<file path="config.mk">
export PLATFORM = sky130hd
export DESIGN_NAME = sram_port_arbiter
export DESIGN_NICKNAME = d
export VERILOG_FILES = /design/src/rtl/sram_arb_pkg.sv /design/src/rtl/sram_arb_picker.sv /design/src/rtl/sram_port_arbiter.sv
export SDC_FILE = /design/constraint.sdc
export NUM_CORES = 1
export LEC_CHECK = 0
export BUFFER_PORTS_ARGS = -buffer_cell sky130_fd_sc_hd__buf_2
export CELL_PAD_IN_SITES_DETAIL_PLACEMENT = 1
export CELL_PAD_IN_SITES_GLOBAL_PLACEMENT = 2
export CORE_UTILIZATION = 23
export DETAILED_ROUTE_END_ITERATION = 6
export GPL_TIMING_DRIVEN = 0
export PLACE_DENSITY_LB_ADDON = 0.1
export SLEW_MARGIN = 10
export SYNTH_ARGS = -nofsm -noshare
export SYNTH_HDL_FRONTEND = slang
export SYNTH_HIERARCHICAL = 1
export SYNTH_SLANG_ARGS = --single-unit
</file>
<file path="constraint.sdc">
create_clock -name clk -period 2.65 [get_ports clk]
set_input_delay 0.1325 -clock clk [delete_from_list [all_inputs] [get_ports clk]]
set_output_delay 0.1325 -clock clk [all_outputs]
set_load 0.01 [all_outputs]
</file>
<file path="src/rtl/sram_arb_pkg.sv">
// rtl/sram_arb_pkg.sv - shared state encoding and parameter limits for the SRAM port arbiter
package sram_arb_pkg;

  typedef enum logic [1:0] {
    IDLE      = 2'd0,
    READ_WAIT = 2'd1,
    WRITE_ACK = 2'd2
  } sram_arb_state_t;

  localparam int SRAM_ARB_DELAY_MIN = 1;
  localparam int SRAM_ARB_DELAY_MAX = 15;
  localparam int SRAM_ARB_CNT_W     = 4;
  localparam int SRAM_ARB_NREQ_MIN  = 2;
  localparam int SRAM_ARB_NREQ_MAX  = 4;

endpackage

</file>
<file path="src/rtl/sram_arb_picker.sv">
// rtl/sram_arb_picker.sv - one-hot winner select, searching upward from ptr and wrapping
module sram_arb_picker #(
  parameter int NREQ  = 2,
  parameter int IDX_W = 1
) (
  input  logic [NREQ-1:0]  req,
  input  logic [IDX_W-1:0] ptr,
  output logic [NREQ-1:0]  grant
);

  int   idx;
  logic found;

  always_comb begin
    grant = '0;
    found = 1'b0;
    idx   = 0;
    for (int k = 0; k < NREQ; k++) begin
      idx = (int'(ptr) + k) % NREQ;
      if (!found && req[idx]) begin
        grant[idx] = 1'b1;
        found      = 1'b1;
      end
    end
  end

endmodule

</file>
<file path="src/rtl/sram_port_arbiter.sv">
// rtl/sram_port_arbiter.sv - single-outstanding SRAM port arbiter for NREQ requesters
// SRAM_ARB_RR_EN selects round-robin arbitration; otherwise fixed priority (requester 0 highest).
module sram_port_arbiter
  import sram_arb_pkg::*;
#(
  parameter int WIDTH           = 16,
  parameter int LOG_DEPTH       = 9,
  parameter int LOG_LINE_OFFSET = 3,
  parameter int NREQ            = 2,
  parameter int DELAY           = 1
) (
  input  logic                         clk,
  input  logic                         reset,
  input  logic [NREQ-1:0]              req_valid,
  output logic [NREQ-1:0]              req_ready,
  input  logic [NREQ-1:0]              req_write,
  input  logic [NREQ*LOG_DEPTH-1:0]    req_addr,
  input  logic [NREQ*LOG_LINE_OFFSET-1:0] req_offset,
  input  logic [NREQ*WIDTH-1:0]        req_wdata,
  output logic [NREQ-1:0]              rsp_valid,
  output logic [WIDTH-1:0]             rsp_data,
  output logic [LOG_DEPTH-1:0]         sram_read_addr,
  output logic [LOG_DEPTH-1:0]         sram_write_addr,
  output logic [LOG_LINE_OFFSET-1:0]   sram_write_offset,
  output logic [WIDTH-1:0]             sram_write_data,
  output logic                         sram_write_en,
  input  logic [WIDTH-1:0]             sram_read_data
);

  localparam int IDX_W = (NREQ > 2) ? 2 : 1;

  if (DELAY < SRAM_ARB_DELAY_MIN || DELAY > SRAM_ARB_DELAY_MAX) begin : g_bad_delay
    $error("sram_port_arbiter: DELAY out of range");
  end
  if (NREQ < SRAM_ARB_NREQ_MIN || NREQ > SRAM_ARB_NREQ_MAX) begin : g_bad_nreq
    $error("sram_port_arbiter: NREQ out of range");
  end

  sram_arb_state_t             state;
  logic [SRAM_ARB_CNT_W-1:0]   cnt;
  logic [NREQ-1:0]             owner;
  logic [IDX_W-1:0]            ptr;
  logic [LOG_DEPTH-1:0]        rd_addr_q;
  logic [LOG_DEPTH-1:0]        wr_addr_q;
  logic [LOG_LINE_OFFSET-1:0]  wr_off_q;
  logic [WIDTH-1:0]            wr_data_q;
  logic                        we_q;
  logic [NREQ-1:0]             rv_q;

  logic [NREQ-1:0]             pick_req;
  logic [NREQ-1:0]             grant;
  logic                        sel_write;
  logic [LOG_DEPTH-1:0]        sel_addr;
  logic [LOG_LINE_OFFSET-1:0]  sel_off;
  logic [WIDTH-1:0]            sel_wdata;

  // Only an idle, out-of-reset arbiter may offer a grant.
  assign pick_req = (state == IDLE && !reset) ? req_valid : '0;

  sram_arb_picker #(
    .NREQ  (NREQ),
    .IDX_W (IDX_W)
  ) u_picker (
    .req   (pick_req),
    .ptr   (ptr),
    .grant (grant)
  );

  always_comb begin
    sel_write = 1'b0;
    sel_addr  = '0;
    sel_off   = '0;
    sel_wdata = '0;
    for (int i = 0; i < NREQ; i++) begin
      if (grant[i]) begin
        sel_write = req_write[i];
        sel_addr  = req_addr[i*LOG_DEPTH +: LOG_DEPTH];
        sel_off   = req_offset[i*LOG_LINE_OFFSET +: LOG_LINE_OFFSET];
        sel_wdata = req_wdata[i*WIDTH +: WIDTH];
      end
    end
  end

`ifdef SRAM_ARB_RR_EN
  logic [IDX_W-1:0] ptr_nxt;

  // Pointer names the highest-priority requester for the next arbitration.
  always_comb begin
    ptr_nxt = '0;
    for (int i = 0; i < NREQ; i++) begin
      if (grant[i]) begin
        ptr_nxt = (i == NREQ - 1) ? '0 : IDX_W'(i + 1);
      end
    end
  end

  always_ff @(posedge clk) begin
    if (reset) begin
      ptr <= '0;
    end else if (|grant) begin
      ptr <= ptr_nxt;
    end
  end
`else
  assign ptr = '0;
`endif

  always_ff @(posedge clk) begin
    if (reset) begin
      state     <= IDLE;
      cnt       <= '0;
      owner     <= '0;
      rd_addr_q <= '0;
      wr_addr_q <= '0;
      wr_off_q  <= '0;
      wr_data_q <= '0;
      we_q      <= 1'b0;
      rv_q      <= '0;
    end else begin
      we_q <= 1'b0;
      rv_q <= '0;
      case (state)
        IDLE: begin
          if (|grant) begin
            owner <= grant;
            if (sel_write) begin
              wr_addr_q <= sel_addr;
              wr_off_q  <= sel_off;
              wr_data_q <= sel_wdata;
              we_q      <= 1'b1;
              rv_q      <= grant;
              state     <= WRITE_ACK;
            end else begin
              rd_addr_q <= sel_addr;
              cnt       <= SRAM_ARB_CNT_W'(DELAY);
              state     <= READ_WAIT;
            end
          end
        end
        READ_WAIT: begin
          if (cnt == '0) begin
            state <= IDLE;
          end else begin
            cnt <= cnt - 1'b1;
            // Raise the pulse so it lines up with the cycle the counter reads zero.
            if (cnt == SRAM_ARB_CNT_W'(1)) begin
              rv_q <= owner;
            end
          end
        end
        WRITE_ACK: state <= IDLE;
        default:   state <= IDLE;
      endcase
    end
  end

  assign req_ready         = grant;
  assign sram_read_addr    = (|grant) ? sel_addr : rd_addr_q;
  assign sram_write_addr   = wr_addr_q;
  assign sram_write_offset = wr_off_q;
  assign sram_write_data   = wr_data_q;
  // A reset landing mid-operation must suppress the pending write and response.
  assign sram_write_en     = we_q & ~reset;
  assign rsp_valid         = rv_q & {NREQ{~reset}};
  assign rsp_data          = sram_read_data;

endmodule

</file>
==> After elaboration in Yosys (flattened, before gate mapping) <==
Cells that the tools add are included.
{ "classes": {"addsub": 1, "eq_ne": 6, "mux": 27, "bitwise": 6, "reduce_logical": 14} }
{ "op_table": {"columns": ["op", "n"], "rows": [
  ["$mux W16", 2],
  ["$mux W9", 3],
  ["$mux W2", 9],
  ["$mux W4", 3],
  ["$pmux W2 S2", 2],
  ["$pmux W4 S2", 1],
  ["$mux W3", 2],
  ["$ne A2 B2 Y1 const B", 3],
  ["$reduce_and A3 Y1", 2],
  ["$mux W1", 5],
  ["$eq A4 B1 Y1 const B", 1],
  ["$logic_not A4 Y1", 1],
  ["$not A1 Y1", 4],
  ["$reduce_and A2 Y1", 2],
  ["$reduce_and A4 Y1", 1],
  ["$sub A4 B1 Y4 const B", 1],
  ["$reduce_or A3 Y1", 1],
  ["$and A2 B2 Y2", 1],
  ["$eq A2 B1 Y1 const B", 1],
  ["$logic_and A1 B1 Y1", 2],
  ["$logic_not A1 Y1", 2],
  ["$logic_not A2 Y1", 1],
  ["$ne A2 B1 Y1 const B", 1],
  ["$reduce_bool A2 Y1", 1],
  ["2 further kinds", 2]
]} }
{ "totals": {"reg_bits": 48, "inputBits": 78, "output_inout_bits": 58} }

==> Logic depth before layout (Yosys ltp) <==
{ "logic_depth": {"depth_word": 12, "ltp_mapped": 11, "depth_no_buf": 8} }

==> Modules after synthesis <==
Netlist, hierarchy kept.
{ "by_module_without_submodules": {"columns": ["mod", "instances", "cells_per_inst", "area_per_inst_um2", "seq_area_each_um2"], "rows": [
  ["sram_port_arbiter", 1, 261, 2339.7, 960.9],
  ["sram_arb_picker", 1, 3, 18.8, 0.0]
]} }

==> Worst setup path before layout <==
OpenSTA, ideal clock, no wires.
{ "synth_timing": {"path_kind": "reg2reg", "startpoint": "register state[0]", "endpoint": "register cnt[3]", "arrival_time_ns": 2.528, "required_ns": 2.533, "slack_ns": 0.006, "path_stages_with_launch": 11, "path_cell_list": "dfxtp_1 or2_1 buf_6 nor2_1 and2_1 a21boi_0 or3b_4 a21oi_4 buf_6 nor3_2 a22o_1"} }
{ "synth_via": {"elab_cells_between_ends": 18} }
{ "synth_rtl": {"columns": ["item", "line_no", "text"], "rows": [
  ["start: declaration", "sram_port_arbiter.sv:39", "sram_arb_state_t state;"],
  ["start signal: assignment", "sram_port_arbiter.sv:110", "state <= IDLE;"],
  ["start signal: assignment", "sram_port_arbiter.sv:132", "state <= WRITE_ACK;"],
  ["start signal: assignment", "sram_port_arbiter.sv:136", "state <= READ_WAIT;"],
  ["$logic_not A2 Y1 *", "sram_port_arbiter.sv:58", "assign pick_req = (state == IDLE && !reset) ? req_valid : '0;"],
  ["$logic_and A1 B1 Y1 *", "sram_port_arbiter.sv:58", null],
  ["$mux W2 *", "sram_port_arbiter.sv:58", null],
  ["net pick_req[0]", "sram_port_arbiter.sv:50", "logic [NREQ-1:0] pick_req;"],
  ["$mux W1 *", "sram_arb_picker.sv:20", "if (!found && req[idx]) begin"],
  ["$mux W2 *", "sram_arb_picker.sv:20", null],
  ["net req_ready[0]", "sram_port_arbiter.sv:15", "output logic [NREQ-1:0] req_ready,"],
  ["$mux W1 (2 in series)", "sram_port_arbiter.sv:75", "if (grant[i]) begin"],
  ["$ne A2 B2 Y1 (no line)", null, null],
  ["$reduce_and A4 Y1 (no line) *", null, null],
  ["end signal: assignment", "sram_port_arbiter.sv:135", "cnt <= SRAM_ARB_CNT_W'(DELAY);"],
  ["end signal: assignment", "sram_port_arbiter.sv:144", "cnt <= cnt - 1'b1;"],
  ["end: declaration", "sram_port_arbiter.sv:40", "logic [SRAM_ARB_CNT_W-1:0] cnt;"]
]} }
Mark *: on every way through the listed nets, which the timed path passes. The rest lies on a longest branch.
A chain may end at the register's enable or synchronous reset.

==> Worst setup path after layout <==
{ "layout_timing": {"startpoint": "register state[0]", "endpoint": "register cnt[1]"} }
{ "layout_via": {"elab_cells_between_ends": 18} }
{ "layout_rtl": {"columns": ["item", "line_no"], "rows": [
  ["$logic_not A2 Y1 *", "sram_port_arbiter.sv:58"],
  ["$logic_and A1 B1 Y1 *", "sram_port_arbiter.sv:58"],
  ["$mux W2 *", "sram_port_arbiter.sv:58"],
  ["net pick_req[1]", "sram_port_arbiter.sv:50"],
  ["$logic_and A1 B1 Y1 *", "sram_arb_picker.sv:20"],
  ["$mux W2 *", "sram_arb_picker.sv:20"],
  ["$mux W1 or $reduce_or A2 Y1 (tied branches)", "sram_port_arbiter.sv:75, sram_port_arbiter.sv:124"],
  ["$ne A2 B2 Y1 (no line) or $ne A2 B1 Y1 (tied branches)", null],
  ["$reduce_and A4 Y1 (no line) *", null]
]} }
Marked as above.

==> out/qor.yml <==
final_max_slew_viol_count: 0
gp_congestion: 0.686
final.setup.tns_ns: 0
grt_start_max_net_pins: 15
outcome: "finished clean"
multiInputGateArea_um2: 1190
cts_sinks: 48
placed_cells: 516
dr_iter_0_viols: 35
floorplan.die_area_um2: 10700
critical_path.reg2reg.endpoint: "cnt[1]"
setup_ws_ns: 0.136
area_growth_pct: 44.1
postCtsHoldBufs: 0
finalWirelength_mm: 7.64
tritoncts: "yes"
path_common_cell: "sky130_fd_sc_hd__buf_6"
timing.critical_path.cells: "or2_1 -> buf_6 -> nor2_2 -> and2_4 -> a21boi_4 -> buf_6 -> nand3b_1 -> a21oi_4 -> buf_4 -> or4_1 -> a21oi_1"
max_clock_skew_ns: 0.00524
r2r_start: "state[0]"
die-height_um: 103
die_width_um: 103
worst_hold_path.num_cells: 3
wp_data_required_ns: 2.88
maxClockFrequency_ghz: 0.398
placement.setup.worst_slack_ns: -0.545
clock_latency_ns: 0.30
min_delay_worst_endpoint: "sram_write_data[5]"
grt_pass1_vias: 2307
yosys.cell_count.top_type: "sky130_fd_sc_hd__dfxtp_1"
report.final.hold_viol_count: 0
rows: 36
worst-endpoint-arrival_ns: 2.75
timing.final.setup_violations: 0
asyncSetResetFlopFracSynth_pct: 0
syn_inst: 264
drt-wirelength-per-cell_um: 14.3
floorplan.core_area_um2: 9860
layout_min_cycle_time_ns: 2.51
stdcell_count: 535
slew_headroom_pct: 54.5
critical_path_class: "flip-flop to flip-flop"
grt_pass1_wl_mm: 11.7
final_min_period_over_clock_period_pct: 94.9
ys_seq_elements: 48
tritoncts.num_buffers: 5
post_synth_top_flop: "sky130_fd_sc_hd__dfxtp_1"
power.leakage_uw: 0.00151
via_per_inst: 4.53
ys_top_cells_by_count: "sky130_fd_sc_hd__dfxtp_1, sky130_fd_sc_hd__nor2_1, sky130_fd_sc_hd__a211oi_1, sky130_fd_sc_hd__a22oi_1, sky130_fd_sc_hd__nand2_1"
cts.root.buffer_cell: "sky130_fd_sc_hd__clkbuf_8"
worst_setup_hold_path_clk_slew_ns: 0.09
cts-root-to-sink-buffers: 2
hold_start: "req_wdata[5]"
syn-cell-area_um2: 2360
timing.critical_path.slowest_cell_delay_ns: 0.49
timing.hold.worst.class: "input port to flip-flop"
grt_overflow_total: 0
timing.reg2reg.worst_path_depth: 11
setup.worst_path.start: "state[0]"
initial_utilization_pct: 23.9
ff_latch_area_um2: 963
io_buffers: 118
antenna_found_initial: 0
synthesis.area_per_instance_um2: 8.93
synth-warning-count: 6
fill_cells: 1208
vias: 2423
final_core_utilization_pct: 34.5
drt_drc_violations_left: 0
yosys-top-cells-area: "sky130_fd_sc_hd__dfxtp_1, sky130_fd_sc_hd__a211oi_1, sky130_fd_sc_hd__a22oi_1"
worstSetupEndpointType: "flip-flop"
synth_edf_count: 0
critical_path.max_fanout: 8
maximum_ir_drop_on_the_vdd_rail_uv: 240
nNetsFinal: 481
synth_area_leader_cell: "sky130_fd_sc_hd__dfxtp_1"
n_diodes: 0
netlist.area_leader.share_pct: 40.7
crit_path_start_kind: "flip-flop"
power_density_nw_per_um2: 572
i_o_pin_total: 136
ys_seq_area_share_pct: 40.7
maxCapViolations: 0
detail_route.first_pass.iterations: 4
layout-drive-gt1-share_pct: 50.0
antenna_left: 0
hpwl_mm: 5.87
total_global_routing_track_utilization_pct: 14.6
clock_tree.htree_level_count: 2
slew_at_the_pin_with_the_worst_max_slew_slack_ns: 0.682
post_synth_num_cell_types: 35
r2r_setup_slack_ns: 0.14
worst_path_max_delay_cell: "sky130_fd_sc_hd__or4_1"
worst max-delay path: cells and delay by family, from the launching register on:
kind	cells	cell delay (ns)
AO/OA/AOI/OAI	3	0.44
buffers and inverters	3	0.44
flip-flops	1	0.35
AND/OR/NAND/NOR	5	1.21
through the flow:
| step | power [uW] | hold slack (ns) | cell area, um2 |
|---|---|---|---|
| final | 1940 | 0.198 | 3400 |
| after global routing | 2080 | 0.202 | 3400 |
| after CTS | 1950 | 0.188 | 3260 |
| after detailed placement | 1400 | 0.449 | 3120 |
| after global placement | 1390 | 0.449 | 3120 |
| after floorplan | 1180 | 0.357 | 2360 |
where the power goes:
part           switching (uW)  internal (uW)
clock network             252            281
logic                     315            269
registers                36.7            790
total                     603           1340
worst max path at each step:
stage | end | slack [ns] | cells after the start
floorplan | cnt[3] | 0.006 | 10
global placement | sram_write_data[11] | -0.52 | 10
detailed placement | sram_write_data[11] | -0.55 | 10
CTS | sram_read_addr[2] | -0.09 | 11
global route | sram_read_addr[7] | -0.02 | 12
finish | cnt[1] | 0.14 | 11
flip-flops by register name (all words and copies together) (netlist names):
register           cells
rv_q                   2
sram_write_data       16
cnt                    4
state                  2
rd_addr_q              9
we_q                   1
sram_write_addr        9
sram_write_offset      3
owner                  2
layer usage:
metal / part of all wire [%] / track usage [%] / up-vias / routed length (um)
met3: 6.2 / 3.63 / 6 / 474
met5: 0 / 0 / - / 0
li1: - / - / 1201 / -
met1: 45 / 18.2 / 1132 / 3430
met4: 1.0 / 3.90 / 0 / 80
met2: 48 / 25.1 / 84 / 3650
timing repair:
| action | in CTS | in global routing |
|---|---|---|
| buffers inserted | 1 | 10 |
| pin swaps | 2 | 3 |
| gates cloned | 0 | 0 |
| gates resized for setup | 7 | 20 |
| endpoints found under the setup margin | 52 | 30 |
kinds of logic after synthesis:
| family | share of synthesized area, % |
|---|---|
| adder cells (fa/ha/maj) | 1.06 |
| other | 0.159 |
| AO/OA/AOI/OAI | 28.6 |
| AND/OR/NAND/NOR | 17.4 |
| buffers and inverters | 12.0 |
| flip-flops | 40.7 |
placed cells by master, fill, tap and decap left out, types with 3 or more instances in the layout:
| cell type | synthesis | final |
|---|---|---|
| sky130_fd_sc_hd__buf_4 | 17 | 27 |
| sky130_fd_sc_hd__buf_6 | 8 | 10 |
| sky130_fd_sc_hd__nor2b_1 | 6 | 5 |
| sky130_fd_sc_hd__a21oi_1 | 5 | 5 |
| sky130_fd_sc_hd__nor3_1 | 4 | 4 |
| sky130_fd_sc_hd__nand2_1 | 24 | 24 |
| sky130_fd_sc_hd__buf_2 | 4 | 121 |
| sky130_fd_sc_hd__clkbuf_1 | 7 | 7 |
| sky130_fd_sc_hd__dfxtp_1 | 48 | 46 |
| sky130_fd_sc_hd__clkbuf_8 | 0 | 5 |
| sky130_fd_sc_hd__nor2_2 | 1 | 3 |
| sky130_fd_sc_hd__inv_1 | 3 | 3 |
| sky130_fd_sc_hd__nand2b_1 | 3 | 3 |
| sky130_fd_sc_hd__a211oi_1 | 30 | 30 |
| sky130_fd_sc_hd__a211oi_2 | 9 | 9 |
| sky130_fd_sc_hd__a22oi_2 | 0 | 8 |
| sky130_fd_sc_hd__nor2_1 | 41 | 39 |
| sky130_fd_sc_hd__a22oi_1 | 29 | 21 |
area by class of cell:
type,count,area share [%]
inverter,3,0.331
clock inverter,2,1.03
buffer,38,8.35
tap,133,4.90
timing repair buffer,129,19.8
multi-input combinational,176,35.1
sequential,48,28.3
clock buffer,6,2.13
(Power assumes the default switching activity.)
